===== src/rtl/regfile_read_mux.sv =====
// Register file: one write port and two independently addressed read ports.
// Reads are registered with a single cycle of latency and write-through bypass.
module regfile_read_mux #(
   parameter int WIDTH   = 16,
   parameter int DEPTH   = 16,
   parameter int AW      = 4,
   parameter int ZERO_R0 = 0
) (
   input  logic             clk,
   input  logic             reset,
   input  logic             wr_en,
   input  logic [AW-1:0]    wr_addr,
   input  logic [WIDTH-1:0] wr_data,
   input  logic             rd_en,
   input  logic [AW-1:0]    rd_addr_a,
   input  logic [AW-1:0]    rd_addr_b,
   output logic [WIDTH-1:0] rd_data_a,
   output logic [WIDTH-1:0] rd_data_b,
   output logic             rd_valid
);

   logic [WIDTH-1:0] mem [DEPTH];
   logic [WIDTH-1:0] data_a_p1;
   logic [WIDTH-1:0] data_b_p1;
   logic             vld_p1;
   logic             wr_allowed;

   // Register 0 is hardwired to zero when ZERO_R0 is set.
   function automatic logic [WIDTH-1:0] sel_port(
      input logic [AW-1:0]    addr,
      input logic [WIDTH-1:0] stored,
      input logic             wr_hit,
      input logic [WIDTH-1:0] wdata
   );
      if (ZERO_R0 != 0 && addr == '0) return '0;
      if (wr_hit) return wdata;
      return stored;
   endfunction

   assign wr_allowed = wr_en && !(ZERO_R0 != 0 && wr_addr == '0);

   // Stage p1: storage update and captured read results
   always_ff @(posedge clk) begin
      if (reset) begin
         for (int i = 0; i < DEPTH; i++) mem[i] <= '0;
         data_a_p1 <= '0;
         data_b_p1 <= '0;
         vld_p1    <= 1'b0;
      end else begin
         if (wr_allowed) mem[wr_addr] <= wr_data;
         if (rd_en) begin
            data_a_p1 <= sel_port(rd_addr_a, mem[rd_addr_a],
                                  wr_en && (wr_addr == rd_addr_a), wr_data);
            data_b_p1 <= sel_port(rd_addr_b, mem[rd_addr_b],
                                  wr_en && (wr_addr == rd_addr_b), wr_data);
         end
         vld_p1 <= rd_en;
      end
   end

   assign rd_data_a = data_a_p1;
   assign rd_data_b = data_b_p1;
   assign rd_valid  = vld_p1;

endmodule

===== config.mk =====
export PLATFORM = sky130hd
export DESIGN_NAME = regfile_read_mux
export DESIGN_NICKNAME = d
export VERILOG_FILES = /design/src/rtl/regfile_read_mux.sv
export SDC_FILE = /design/constraint.sdc
export NUM_CORES = 1
export LEC_CHECK = 0
export CAP_MARGIN = 20
export CORE_ASPECT_RATIO = 0.5
export CORE_MARGIN = 10
export CORE_UTILIZATION = 61
export CTS_CLUSTER_SIZE = 20
export DETAILED_ROUTE_END_ITERATION = 10
export GPL_TIMING_DRIVEN = 0
export PLACE_DENSITY = 0.81
export SLEW_MARGIN = 10
export SYNTH_ARGS = -nofsm -noshare
export SYNTH_HDL_FRONTEND = slang
export SYNTH_SLANG_ARGS = --single-unit

===== constraint.sdc =====
create_clock -name clk -period 2.04 [get_ports clk]
set_input_delay 0.306 -clock clk [delete_from_list [all_inputs] [get_ports clk]]
set_output_delay 0.306 -clock clk [all_outputs]
set_load 0.05 [all_outputs]

==> run summary <==
dpl hpwl: 35.6 mm
Worst-path clk slew: 70 ps
die area: 32,600 µm²
total CTS buffers: 26
Syn Area/Cell: 13.5 µm²
Worst setup SP type: input port
Leak: 6.46 nW
endpoints failing hold: 0
register area: 8350 µm²
peak supply drop: 0.673 mV
EDFF count, synth: 256
area of the multi-input gates: 6700 µm²
synthesized instance count: 1,148
most frequent cells in the layout: and2_1, edfxtp_1, nor2_1, mux4_2, mux2i_1
Final Worst Setup Slack: -41.0 ps
P_sw: 0.00376 W
Post-Synthesis Cell Area: 15,500 µm²
ys async rst share: 0%
drt wl/cell: 31.7 µm
Synth Net Count: 1,180
pin count of the biggest net entering global routing: 17
Seq/Total Area, Yosys: 53.8%
count of cell types in the netlist: 38
crit path DAT: 2510 ps
#FFs+latches synth: 289
fill cell count: 1,673
crit share post-route: 102%
via count: 11.0k
Post-route DRC: 0
initial antenna violation count: 1
post-synth top area cell: edfxtp_1
minimum clock period: 2080 ps
Layout area overhead: 13.0%
ys flop type: edfxtp_1
gr ovfl total: 0
Rows: 41
total track usage: 30.5%
vias in the first global route: 11.0k
post-synth top area share: 49.5%
Clk Latency, worst-skew pair: 560 ps
initial core utilization: 61.7%
port bufs: 54
ranking of synthesized cells by area: edfxtp_1, and2_1, mux4_2
worst hold-check path type: input port to flip-flop
Nets: 1,266
share of cells above drive strength 1: 18.2%
die height: 133 µm
final core utilization: 69.7%
Worst Tran Pin Value: 875 ps
worst hold slack: 158 ps
fmax: 0.481 GHz
cells on worst reg2reg path: 3
DRT Pass-1 Iters: 5
Final GP Congestion: 0.982
Design Area, Final: 17,500 µm²
initial DRC count: 1,551
worst-case clock skew: 9.92 ps
PD cells: 819 nW/µm²
H-tree depth: 1
internal power: 0.0106 W
first-pass GRT wire length: 72.2 mm
core area: 25,100 µm²
Worst Path Required: 2470 ps
sequential share of power: 48.7%
RSZ-0062 raised after global routing: yes
clock root buffer: clkbuf_16
CTS tree: built
final wirelength: 50.7 mm
# Max-Cap Violations: 0
Die W: 246 µm
Worst Path Class, Setup: input port to flip-flop
final number of max-transition violations: 0
combinational share of power: 14.6%
Max clock buf depth: 3
IO Pins: 65
final setup fails: 38
Post-DRT Antenna Nets: 0
status: complete, but fails checks
DP Area: 16,500 µm²
clock sink count: 289
hold path cells: 2
Ys Warns: 0
violated checks: negative setup slack
switching part of the total: 26.2%
crit end category: flip-flop
worst-path fanout max: 10
vias per std cell: 6.89
setup TNS: -501 ps
Slew HR: 41.7%
Clock power frac: 36.7%
synthesized netlist by cell type (25+ instances only):
cell type / number
and2_1: 256
clkbuf_1: 49
nor2_1: 75
nand2_1: 58
dfxtp_1: 33
buf_2: 25
a31oi_1: 32
o31ai_1: 32
mux4_2: 66
mux2i_1: 64
mux4_1: 30
edfxtp_1: 256
metrics by stage:
step	setup slack, ps	power, W	cells
floorplan	379	0.00833	1148
global placement	-843	0.00904	1546
detailed placement	-868	0.00912	1546
CTS	-129	0.0142	1594
global route	-78.1	0.0146	1598
finish	-41.0	0.0144	1599
power by group through the flow:
stage / logic [W] / clock network, W / registers (W)
floorplan: 0.00112 / 0 / 0.00722
global placement: 0.00198 / 0 / 0.00706
detailed placement: 0.00202 / 0 / 0.00711
CTS: 0.00202 / 0.00522 / 0.00698
global route: 0.00217 / 0.00545 / 0.00702
finish: 0.00210 / 0.00526 / 0.00699
path summary, 6_finish.rpt:
path,from,to,slack [ps]
worst max register to register,mem[11][7],rd_data_a[7],350
worst min register to register,rd_data_a[1],rd_data_a[1],570
worst min-delay path,rd_en,rd_valid,160
worst max-delay path,reset,mem[11][6],-40
area by class of cell:
cell class | count | share of cell area, %
inverters | 2 | 0.0428
plain buffers | 102 | 3.42
clock inverters | 10 | 0.856
repair buffers | 58 | 3.19
well taps | 344 | 2.46
clock buffers | 38 | 4.20
multi-input cells | 755 | 38.2
flip-flops and latches | 289 | 47.6
diodes | 1 | 0.0143
routing by layer:
metal | routed length [µm] | part of all wire (%) | track usage [%]
met1 | 18800 | 37 | 39.9
met2 | 22500 | 44 | 45.8
met3 | 8290 | 16 | 13.4
met4 | 1130 | 2.2 | 7.74
met5 | 13 | 0.026 | 0
kinds of logic after synthesis:
logic type | after synthesis | synth area share (%)
compound gates | 130 | 5.98
xor+xnor | 8 | 0.548
buf+inv | 104 | 3.80
flops | 289 | 53.8
mux | 180 | 20.2
simple gates | 437 | 15.6
what timing repair did:
item                                    4_1_cts  5_1_grt
buffers inserted                              0        4
resized for setup                            49       30
hold buffers                                  0        0
endpoints found under the setup margin      338      301
pin swaps                                     0        1
hold endpoints to repair                      0        0
worst max-delay path, stage by stage:
cell,delay [ps]
clkdlybuf4s50_1,530
nor2b_4,170
nand3_1,290
nor2_1,510
clkbuf_1,480
and2_1,210
sequential cells by signal, indices dropped and copies added, names as in the netlist:
register and flops:
mem 256, rd_data_a 16, rd_data_b 16, rd_valid 1
No activity file was read; power rests on OpenSTA's default activity.
